===== src/rtl/spi_slave_frame_param_if.sv =====
// Bus bundle between the SPI slave front-end and its surroundings.
// It carries the SPI pins, the RAM read-data path and the frame status.
interface spi_slave_frame_param_if #(
    parameter int DATA_W = 8
);
    logic              SS_n;
    logic              MOSI;
    logic              tx_valid;
    logic [DATA_W-1:0] tx_data;
    logic              MISO;
    logic              rx_valid;
    logic [DATA_W+1:0] rx_data;
    logic              frame_err;
    logic              busy;

    modport slave (
        input  SS_n, MOSI, tx_valid, tx_data,
        output MISO, rx_valid, rx_data, frame_err, busy
    );

    modport master (
        output SS_n, MOSI, tx_valid, tx_data,
        input  MISO, rx_valid, rx_data, frame_err, busy
    );
endinterface


===== src/rtl/spi_slave_frame_param.sv =====
// SPI slave front-end: deserialises {cmd, payload} frames and tracks read-address/read-data pairing.
// It also serialises RAM read data onto MISO, with an optional wait timeout and abort detection.
module spi_slave_frame_param #(
    parameter int DATA_W     = 8,
    parameter int TX_TIMEOUT = 0
) (
    input  logic                    clk,
    input  logic                    rst_n,
    spi_slave_frame_param_if.slave  bus
);
    localparam int FRAME_W = DATA_W + 2;
    localparam int CNT_W   = $clog2(FRAME_W + 1);
    localparam int TMO_W   = (TX_TIMEOUT > 1) ? $clog2(TX_TIMEOUT) : 1;

    typedef enum logic [2:0] {
        IDLE, CHK_CMD, WRITE, READ_ADD, READ_DATA, WAIT_TX, SEND, DONE
    } state_t;

    state_t              state_q, state_d;
    logic [CNT_W-1:0]    cnt_q, cnt_d;
    logic [TMO_W-1:0]    tmo_q, tmo_d;
    logic [FRAME_W-1:0]  shift_q, shift_d;
    logic [DATA_W-1:0]   tx_sh_q, tx_sh_d;
    logic                pending_q, pending_d;
    logic                miso_q, miso_d;
    logic                rx_valid_q, rx_valid_d;
    logic [FRAME_W-1:0]  rx_data_q, rx_data_d;
    logic                frame_err_q, frame_err_d;
    logic                busy_q, busy_d;

    always_comb begin
        state_d     = state_q;
        cnt_d       = cnt_q;
        tmo_d       = tmo_q;
        shift_d     = shift_q;
        tx_sh_d     = tx_sh_q;
        pending_d   = pending_q;
        miso_d      = miso_q;
        rx_valid_d  = 1'b0;
        rx_data_d   = rx_data_q;
        frame_err_d = 1'b0;

        // Deselect outranks everything else; only DONE counts as a clean end of frame.
        if (state_q != IDLE && bus.SS_n) begin
            state_d     = IDLE;
            miso_d      = 1'b0;
            cnt_d       = '0;
            tmo_d       = '0;
            frame_err_d = (state_q != DONE);
        end else begin
            case (state_q)
                IDLE: begin
                    if (!bus.SS_n) state_d = CHK_CMD;
                end
                CHK_CMD: begin
                    shift_d = {shift_q[FRAME_W-2:0], bus.MOSI};
                    cnt_d   = CNT_W'(1);
                    if (!bus.MOSI)     state_d = WRITE;
                    else if (pending_q) state_d = READ_DATA;
                    else               state_d = READ_ADD;
                end
                WRITE, READ_ADD, READ_DATA: begin
                    shift_d = {shift_q[FRAME_W-2:0], bus.MOSI};
                    if (cnt_q == CNT_W'(FRAME_W - 1)) begin
                        rx_valid_d = 1'b1;
                        rx_data_d  = shift_d;
                        cnt_d      = '0;
                        tmo_d      = '0;
                        if (state_q == READ_DATA) begin
                            state_d   = WAIT_TX;
                            pending_d = 1'b0;
                        end else begin
                            state_d = DONE;
                            if (state_q == READ_ADD) pending_d = 1'b1;
                        end
                    end else begin
                        cnt_d = cnt_q + 1'b1;
                    end
                end
                WAIT_TX: begin
                    if (bus.tx_valid) begin
                        miso_d  = bus.tx_data[DATA_W-1];
                        tx_sh_d = {bus.tx_data[DATA_W-2:0], 1'b0};
                        cnt_d   = CNT_W'(1);
                        state_d = SEND;
                    end else if (TX_TIMEOUT > 0 && tmo_q == TMO_W'(TX_TIMEOUT - 1)) begin
                        frame_err_d = 1'b1;
                        tmo_d       = '0;
                        state_d     = DONE;
                    end else begin
                        tmo_d = tmo_q + 1'b1;
                    end
                end
                SEND: begin
                    // cnt_q counts bits already on MISO; the LSB gets one full cycle before release.
                    if (cnt_q == CNT_W'(DATA_W)) begin
                        miso_d  = 1'b0;
                        cnt_d   = '0;
                        state_d = DONE;
                    end else begin
                        miso_d  = tx_sh_q[DATA_W-1];
                        tx_sh_d = {tx_sh_q[DATA_W-2:0], 1'b0};
                        cnt_d   = cnt_q + 1'b1;
                    end
                end
                DONE: begin
                end
                default: state_d = IDLE;
            endcase
        end

        busy_d = (state_d != IDLE);
    end

    always_ff @(posedge clk or negedge rst_n) begin
        if (!rst_n) begin
            state_q     <= IDLE;
            cnt_q       <= '0;
            tmo_q       <= '0;
            shift_q     <= '0;
            tx_sh_q     <= '0;
            pending_q   <= 1'b0;
            miso_q      <= 1'b0;
            rx_valid_q  <= 1'b0;
            rx_data_q   <= '0;
            frame_err_q <= 1'b0;
            busy_q      <= 1'b0;
        end else begin
            state_q     <= state_d;
            cnt_q       <= cnt_d;
            tmo_q       <= tmo_d;
            shift_q     <= shift_d;
            tx_sh_q     <= tx_sh_d;
            pending_q   <= pending_d;
            miso_q      <= miso_d;
            rx_valid_q  <= rx_valid_d;
            rx_data_q   <= rx_data_d;
            frame_err_q <= frame_err_d;
            busy_q      <= busy_d;
        end
    end

    assign bus.MISO      = miso_q;
    assign bus.rx_valid  = rx_valid_q;
    assign bus.rx_data   = rx_data_q;
    assign bus.frame_err = frame_err_q;
    assign bus.busy      = busy_q;
endmodule


===== src/flat_wrapper.sv =====
// flat-port wrapper written by rule: the top's interface ports become plain ports
module spi_slave_frame_param_flat 
#(
    parameter int DATA_W     = 8,
    parameter int TX_TIMEOUT = 0
)
  (clk, rst_n, bus_SS_n, bus_MOSI, bus_tx_valid, bus_tx_data, bus_MISO, bus_rx_valid, bus_rx_data, bus_frame_err, bus_busy);
  spi_slave_frame_param_if #(.DATA_W(DATA_W)) bus_i ();
  input  logic clk;
  input  logic rst_n;
  input wire logic [$bits(bus_i.SS_n)-1:0] bus_SS_n;
  input wire logic [$bits(bus_i.MOSI)-1:0] bus_MOSI;
  input wire logic [$bits(bus_i.tx_valid)-1:0] bus_tx_valid;
  input wire logic [$bits(bus_i.tx_data)-1:0] bus_tx_data;
  output wire logic [$bits(bus_i.MISO)-1:0] bus_MISO;
  output wire logic [$bits(bus_i.rx_valid)-1:0] bus_rx_valid;
  output wire logic [$bits(bus_i.rx_data)-1:0] bus_rx_data;
  output wire logic [$bits(bus_i.frame_err)-1:0] bus_frame_err;
  output wire logic [$bits(bus_i.busy)-1:0] bus_busy;
  assign bus_i.SS_n = bus_SS_n;
  assign bus_i.MOSI = bus_MOSI;
  assign bus_i.tx_valid = bus_tx_valid;
  assign bus_i.tx_data = bus_tx_data;
  assign bus_MISO = bus_i.MISO;
  assign bus_rx_valid = bus_i.rx_valid;
  assign bus_rx_data = bus_i.rx_data;
  assign bus_frame_err = bus_i.frame_err;
  assign bus_busy = bus_i.busy;
  spi_slave_frame_param #(.DATA_W(DATA_W), .TX_TIMEOUT(TX_TIMEOUT)) u_core (.clk(clk), .rst_n(rst_n), .bus(bus_i));
endmodule

===== config.mk =====
export PLATFORM = sky130hd
export DESIGN_NAME = spi_slave_frame_param_flat
export DESIGN_NICKNAME = d
export VERILOG_FILES = /design/src/rtl/spi_slave_frame_param_if.sv /design/src/rtl/spi_slave_frame_param.sv /design/src/flat_wrapper.sv
export SDC_FILE = /design/constraint.sdc
export NUM_CORES = 1
export LEC_CHECK = 0
export ABC_AREA = 1
export CAP_MARGIN = 0
export CORE_ASPECT_RATIO = 0.9
export CORE_MARGIN = 4
export CORE_UTILIZATION = 58
export DETAILED_ROUTE_END_ITERATION = 7
export PLACE_DENSITY = 0.84
export SETUP_SLACK_MARGIN = 0.02
export SYNTH_ARGS = -nofsm -noshare
export SYNTH_HDL_FRONTEND = slang
export SYNTH_SLANG_ARGS = --single-unit

===== constraint.sdc =====
create_clock -name clk -period 2.95 [get_ports clk]
set_clock_uncertainty 0.15 [all_clocks]
set_input_delay 0.295 -clock clk [delete_from_list [all_inputs] [get_ports clk]]
set_output_delay 0.295 -clock clk [all_outputs]
set_load 0.05 [all_outputs]

==> summary.md, run 1 <==
| Metric | Value |
|---|---|
| Outcome | `complete, no violations` |
| Yosys top cell area share | `50.2%` |
| Antenna Violating Nets Remaining | `0` |
| Synth Cell Area | `1900 µm²` |
| Pwr dens | `788 nW/µm²` |
| Maximum vdd ir drop | `0.466 mV` |
| Final setup TNS | `0 ns` |
| Worst Hold Class | `reg2reg` |
| WP data arrival | `2.16 ns` |
| Syn nets | `249` |
| Via count | `1588` |
| Synth top area cells | `dfrtp_1 50%, nand2_1 19%, o21ai_2 4.6%` |
| Inst Count DP | `297` |
| WS Path Type | `reg2reg` |
| Drt via density | `5.19` |
| Final WS setup | `0.924 ns` |
| Cells after Synth | `233` |
| RSZ-0062 raised after global routing | `false` |
| Final hold vios | `0` |
| Syn. warnings | `0` |
| Tcrit/Tclk final | `68.7%` |
| Antenna violations before repair | `0` |
| Final Max Tran Viols | `0` |
| Leading area contributor after synthesis | `dfrtp_1` |
| Clock slew at reported path FFs | `approximately 0.13 ns` |
| Clk root buf | `clkbuf_4` |
| Syn avg cell area | `8.14 µm²` |
| Area growth, synth to finish | `19.9%` |
| RD Place Congestion | `0.910` |
| Period minus WS final | `2.03 ns` |
| Slew Limit Headroom | `46.8%` |
| Kind of end point of the critical path | `flip-flop` |
| Clock sinks | `38` |
| Share of layout cells above drive strength 1 | `12.1%` |
| NumNets Final | `279` |
| Synth unique cells | `22` |
| Worst-margin pin slew | `0.798 ns` |
| Clock latency on the worst-skew pair | `0.34 ns` |
| Asr flop ratio synth | `100%` |
| P_leak | `1.18 nW` |
| Critical path startpoint category | `flip-flop` |
| Top_reg_cell synth | `dfrtp_1` |
| Vias in the first global route | `1468` |
| Number of synthesized flops with an enable pin | `0` |
| Detailed Routing Iterations Pass 1 | `4` |
| DP Worst Slack | `around 0.98 ns` |
| DRT Wirelength | `3810 µm` |
| WL per Instance | `12.5 µm` |
| CP peak stage delay | `about 0.55 ns` |
| 1st-iter DRT viols | `126` |
| Worst path buffer plus inverter count | `1` |
| Final design utilization | `73.6%` |
| CTS H-Tree Depth | `2` |
| Endpoints failing setup | `0` |
| Crit-path cells | `nand2_1 -> nor2_1 -> nand2_1 -> nand2_1 -> nand3_4 -> inv_2 -> nand2_1 -> nand2_1` |
| Detailed-route DRC error count | `0` |
| CP max-delay cell | `nor2_1` |
| Initial Utilization | `61.3%` |
| CTS tree | `yes` |
| CP Max Fanout | `11` |
| Fill count | `231` |
| Register area share after synthesis | `50.2%` |
| Die H | `62.2 µm` |
| Die W | `68.3 µm` |
| PortBufs | `26` |
| Yosys reg bits | `38` |
| ANT cells | `0` |
| Commonest cells in the netlist | `95 x nand2_1, 38 x dfrtp_1, 22 x inv_1, 13 x nand3_1, 11 x o21ai_1` |
| CP Data Required Time | `3.08 ns` |
| Rows | `19` |
| Die Area | `around 4200 µm²` |
| Fin cells | `slightly above 300` |
| Delay-heaviest family, CP | `simple AND/OR/NAND/NOR gates` |
| Largest net degree at the start of global routing | `39` |
| Max Cap Violations | `0` |
| Core ar. | `just over 3000 µm²` |
| Total track usage | `between 10% and 20%` |
| # IOs | `27` |
| Register area | `951 µm²` |
| Clk buf depth | `2` |
| Total CTS buffers | `5` |
| Fmax | `494 MHz` |
| Area of the multi-input gates | `793 µm²` |
| Cell repeated most along the worst path | `nand2_1` |
| Detailed-placement wirelength estimate | `~2600 µm` |
| First-pass GRT wire length | `6470 µm` |
| Top-count cell post-synth | `nand2_1` |
| GRT overflow | `0` |
per-stage QoR:
| step | cell area, µm² | hold slack [ns] | power [mW] |
|---|---|---|---|
| CTS | 2270 | 0.348 | 1.79 |
| finish | 2270 | 0.349 | 1.79 |
| floorplan | 1900 | -0.151 | 1.21 |
| global placement | 2160 | 0.285 | 1.32 |
| global route | 2270 | 0.368 | 1.91 |
| detailed placement | 2160 | 0.290 | 1.34 |
cell usage in the layout, fill, tap and decap left out:
master,n
nand4_1,1
nand3_1,13
xor2_1,1
o21ai_0,5
dfrtp_1,38
clkinv_4,1
nor2_1,10
o21ai_1,11
nand2_4,3
ha_1,3
clkbuf_4,5
inv_1,22
bufinv_16,2
a21oi_1,5
buf_2,1
o21ai_2,10
nand2_1,95
a31oi_1,1
nor2_4,1
dlygate4sd3_1,1
inv_2,6
nand3_4,1
nand3b_1,1
clkdlybuf4s50_1,25
nand2_2,2
power breakdown:
group / switching [mW] / internal [mW]
sequential: 0.0907 / 0.657
clock: 0.179 / 0.265
combinational: 0.401 / 0.199
total: 0.671 / 1.12
state kept, by name, indices dropped and copies added, names as in the netlist:
signal                flops
u_core.bus.rx_data       10
u_core.shift_q            9
u_core.tx_sh_q            7
u_core.cnt_q              4
u_core.state_q            3
u_core.bus.MISO           1
u_core.bus.busy           1
u_core.bus.frame_err      1
u_core.bus.rx_valid       1
u_core.pending_q          1
worst reg2reg max path, delay by kind of cell, from the launching register on:
kind	cells	cell delay, ns
flops	1	0.48
buf+inv	1	0.13
simple gates	7	1.20
layer usage:
metal	GRT usage, %	routed length, µm	vias to the layer above
li1	-	-	789
met1	27.3	1760	735
met2	30.2	1800	59
met3	4.86	209	5
met4	6.70	47	0
met5	0	0	-
logic make-up after synthesis:
| kind of cell | synth area share [%] |
|---|---|
| xor gates and xnor gates | 0.462 |
| AOI/OAI and AO/OA | 10.5 |
| buffers and inverters | 7.99 |
| adders and majority gates | 1.98 |
| DFF | 50.2 |
| and+or+nand+nor | 28.9 |
final cells by class:
cell class	count	share of cell area [%]
repair buffers	27	11.7
clock buffers	5	1.65
clock inverters	3	3.03
well taps	42	2.31
flip-flops and latches	38	41.8
inverters	28	4.62
multi-input cells	163	34.9
path summary, 6_finish.rpt:
| kind | start | slack, ns | depth (start not counted) | endpoint |
|---|---|---|---|---|
| max | u_core.state_q[2] | 0.92 | 8 | u_core.tx_sh_q[4] |
| max reg2reg | u_core.state_q[2] | 0.92 | 8 | u_core.tx_sh_q[4] |
| min reg2reg | u_core.tx_sh_q[3] | 0.35 | 2 | u_core.tx_sh_q[3] |
| min in group asynchronous | rst_n | 0.41 | 2 | u_core.shift_q[6] |
| min | u_core.tx_sh_q[3] | 0.35 | 2 | u_core.tx_sh_q[3] |
| max in group asynchronous | rst_n | 1.72 | 2 | u_core.bus.MISO |
timing repair:
action | in CTS | in global routing
buffers inserted | 0 | 0
hold endpoints to repair | 38 | 0
hold buffers | 1 | 0
gates resized for setup | 0 | 0
Note: power is estimated with default switching activity, not from simulation.
==> run 2: changes to the inputs <==
--- a/config.mk
+++ b/config.mk
@@ -9,9 +9,9 @@
 export CAP_MARGIN = 0
 export CORE_ASPECT_RATIO = 0.9
 export CORE_MARGIN = 4
-export CORE_UTILIZATION = 58
+export CORE_UTILIZATION = 54
 export DETAILED_ROUTE_END_ITERATION = 7
-export PLACE_DENSITY = 0.84
+export PLACE_DENSITY = 0.79
 export SETUP_SLACK_MARGIN = 0.02
 export SYNTH_ARGS = -nofsm -noshare
 export SYNTH_HDL_FRONTEND = slang
==> constraint.sdc (replaced) <==
create_clock -name clk -period 2 [get_ports clk]
set_clock_uncertainty 0.15 [all_clocks]
set_input_delay 0.2 -clock clk [delete_from_list [all_inputs] [get_ports clk]]
set_output_delay 0.2 -clock clk [all_outputs]
set_load 0.05 [all_outputs]
==> summary.md, run 2 (synthesized netlist as in run 1, its figures left out) <==
| Metric | Value |
|---|---|
| ANT cells | `0 (unchanged)` |
| WP data arrival | `1.47 ns (was 2.16 ns)` |
| Largest net degree at the start of global routing | `39 (unchanged)` |
| Crit-path cells | `clkdlybuf4s50_1 (was nand2_1 -> nor2_1 -> nand2_1 -> nand2_1 -> nand3_4 -> inv_2 -> nand2_1 -> nand2_1)` |
| Via count | `1541 (was 1588)` |
| Antenna Violating Nets Remaining | `0 (unchanged)` |
| Vias in the first global route | `1453 (was 1468)` |
| Reg-to-reg endpoint | `u_core.bus.rx_data[4] (was u_core.tx_sh_q[4])` |
| Delay-heaviest family, CP | `buffers and inverters (was simple AND/OR/NAND/NOR gates)` |
| Worst reg2reg path startpoint | `u_core.cnt_q[1] (was u_core.state_q[2])` |
| DRT Wirelength | `3630 µm (was 3810 µm)` |
| Worst Setup SP | `u_core.bus.MISO (was u_core.state_q[2])` |
| Fmax | `549 MHz` |
| Fill count | `274 (was 231)` |
| Total CTS buffers | `5 (unchanged)` |
| Kind of end point of the critical path | `output pin (was flip-flop)` |
| Initial Utilization | `56.1% (was 61.3%)` |
| Worst path buffer plus inverter count | `1 (unchanged)` |
| Maximum vdd ir drop | `0.783 mV (was 0.466 mV)` |
| Detailed Routing Iterations Pass 1 | `4 (unchanged)` |
| Total track usage | `17.8% (was 19.8%)` |
| CP max-delay cell | `clkdlybuf4s50_1 (was nor2_1)` |
| Detailed-route DRC error count | `0 (unchanged)` |
| Clock slew at reported path FFs | `0.07 ns (was 0.13 ns)` |
| CP Max Fanout | `2 (was 11)` |
| Total power | `2.59 mW (was 1.79 mW)` |
| Max FFs per register | `10 (unchanged)` |
| Share of layout cells above drive strength 1 | `12.8% (was 12.1%)` |
| Routing usage on met3 | `4.25% (was 4.86%)` |
| CTS H-Tree Depth | `2 (unchanged)` |
| Tcrit/Tclk final | `91.1%` |
| Clk buf depth | `2 (unchanged)` |
| Final hold vios | `0 (unchanged)` |
| Final Max Tran Viols | `0 (unchanged)` |
| Die W | `70.5 µm (was 68.3 µm)` |
| CTS tree | `yes (unchanged)` |
| WS Path Type | `reg2out (was reg2reg)` |
| Clock latency on the worst-skew pair | `0.29 ns (was 0.34 ns)` |
| Commonest non-fill, non-tap cells in the layout | `95 x nand2_1, 38 x dfrtp_1, 25 x clkdlybuf4s50_1 (unchanged)` |
| GRT busiest layer | `met2 (unchanged)` |
| Outcome | `complete, no violations (unchanged)` |
| CP peak stage delay | `0.81 ns (was 0.55 ns)` |
| Final setup TNS | `0 ns (unchanged)` |
| NumNets Final | `281 (was 279)` |
| Clock sinks | `38 (unchanged)` |
| Critical path startpoint category | `flip-flop (unchanged)` |
| Endpoints failing setup | `0 (unchanged)` |
| Worst Hold Class | `reg2reg (unchanged)` |
| GRT overflow | `0 (unchanged)` |
| Antenna violations before repair | `0 (unchanged)` |
| 1st-iter DRT viols | `137 (was 126)` |
| Met1 usage in global routing | `24.6% (was 27.3%)` |
| Worst-margin pin slew | `0.495 ns (was 0.798 ns)` |
| Post-CTS setup buffer count | `0 (unchanged)` |
| P_leak | `1.19 nW (was 1.18 nW)` |
| Slew Limit Headroom | `66.9% (was 46.8%)` |
| Period minus WS final | `1.82 ns` |
| Commonest non-fill, non-tap cell in the layout | `nand2_1 (unchanged)` |
| CP endpoint | `bus_MISO (was u_core.tx_sh_q[4])` |
| DP Worst Slack | `0.264 ns (was 0.980 ns)` |
| Area growth, synth to finish | `21.1% (was 19.9%)` |
| Max Cap Violations | `0 (unchanged)` |
| First-pass GRT wire length | `6380 µm (was 6470 µm)` |
| Rows | `20 (was 19)` |
| Core ar. | `3380 µm² (was 3090 µm²)` |
| CP Data Required Time | `1.65 ns (was 3.08 ns)` |
| # IOs | `27 (unchanged)` |
| Worst r2r path cells | `7 (was 8)` |
| RSZ-0062 raised after global routing | `false (unchanged)` |
| Detailed-placement wirelength estimate | `2580 µm (was 2570 µm)` |
| PortBufs | `26 (unchanged)` |
| Drt via density | `4.97 (was 5.19)` |
| Critical path depth | `1 (was 8)` |
| Die Area | `4520 µm² (was 4250 µm²)` |
| RD Place Congestion | `0.836 (was 0.910)` |
| Final WS setup | `0.178 ns (was 0.924 ns)` |
| Pwr dens | `1130 nW/µm² (was 788 nW/µm²)` |
| Die H | `64.2 µm (was 62.2 µm)` |
| Clk root buf | `clkbuf_8 (was clkbuf_4)` |
| GRT met2 Usage | `27.3% (was 30.2%)` |
| WL per Instance | `11.7 µm (was 12.5 µm)` |
| R2r setup slk | `0.24 ns (was 0.92 ns)` |
run 2: what timing repair did:
action                     CTS  global route
hold buffers                 1             0
hold endpoints to repair    38             0
gates resized for setup      0             0
setup endpoints to repair    0             0
run 2: worst min path at each step:
stage,startpoint,endpoint,cells past startpoint
floorplan,rst_n,u_core.bus.MISO,0
global route,u_core.tx_sh_q[3],u_core.tx_sh_q[3],2
detailed placement,rst_n,u_core.bus.rx_data[8],2
global placement,rst_n,u_core.bus.rx_data[9],2
CTS,bus_tx_data[0],u_core.tx_sh_q[1],3
finish,u_core.tx_sh_q[2],u_core.tx_sh_q[2],2
run 2: area by class of cell:
type | instances | area, µm² | area share [%]
inverter | 28 | 105 | 4.58
timing repair buffer | 29 | 280 | 12.2
tap | 44 | 55.1 | 2.40
multi-input combinational | 163 | 793 | 34.6
clock buffer | 8 | 110 | 4.80
sequential | 38 | 951 | 41.4
run 2: power by group:
| part | internal (mW) | leakage [nW] | switching [mW] |
|---|---|---|---|
| clock | 0.348 | 0.0575 | 0.266 |
| sequential | 0.971 | 0.510 | 0.133 |
| combinational | 0.295 | 0.623 | 0.573 |
run 2: per-stage QoR:
step / util, % / instances / area [µm²] / hold slack (ns)
6_report: 67.9 / 310 / 2290 / 0.327
5_1_grt: 67.9 / 310 / 2290 / 0.361
4_1_cts: 67.9 / 310 / 2290 / 0.326
3_5_place_dp: 64.4 / 301 / 2170 / 0.125
3_3_place_gp: 64.4 / 301 / 2170 / 0.122
2_1_floorplan: - / 233 / 1900 / -0.246
run 2: per-layer routing:
layer / share of wire [%] / wire length, µm
met1: 49 / 1790
met2: 46 / 1660
met3: 3.4 / 124
met4: 1.6 / 57
met5: 0 / 0
==> run 3: changes to the inputs <==
--- a/config.mk
+++ b/config.mk
@@ -11,6 +11,7 @@
 export CORE_MARGIN = 4
 export CORE_UTILIZATION = 54
 export DETAILED_ROUTE_END_ITERATION = 7
+export GPL_TIMING_DRIVEN = 1
 export PLACE_DENSITY = 0.79
 export SETUP_SLACK_MARGIN = 0.02
 export SYNTH_ARGS = -nofsm -noshare
==> results of run 3 <==
Same layout as run 2: the final DEF is identical, and so are final timing and power.
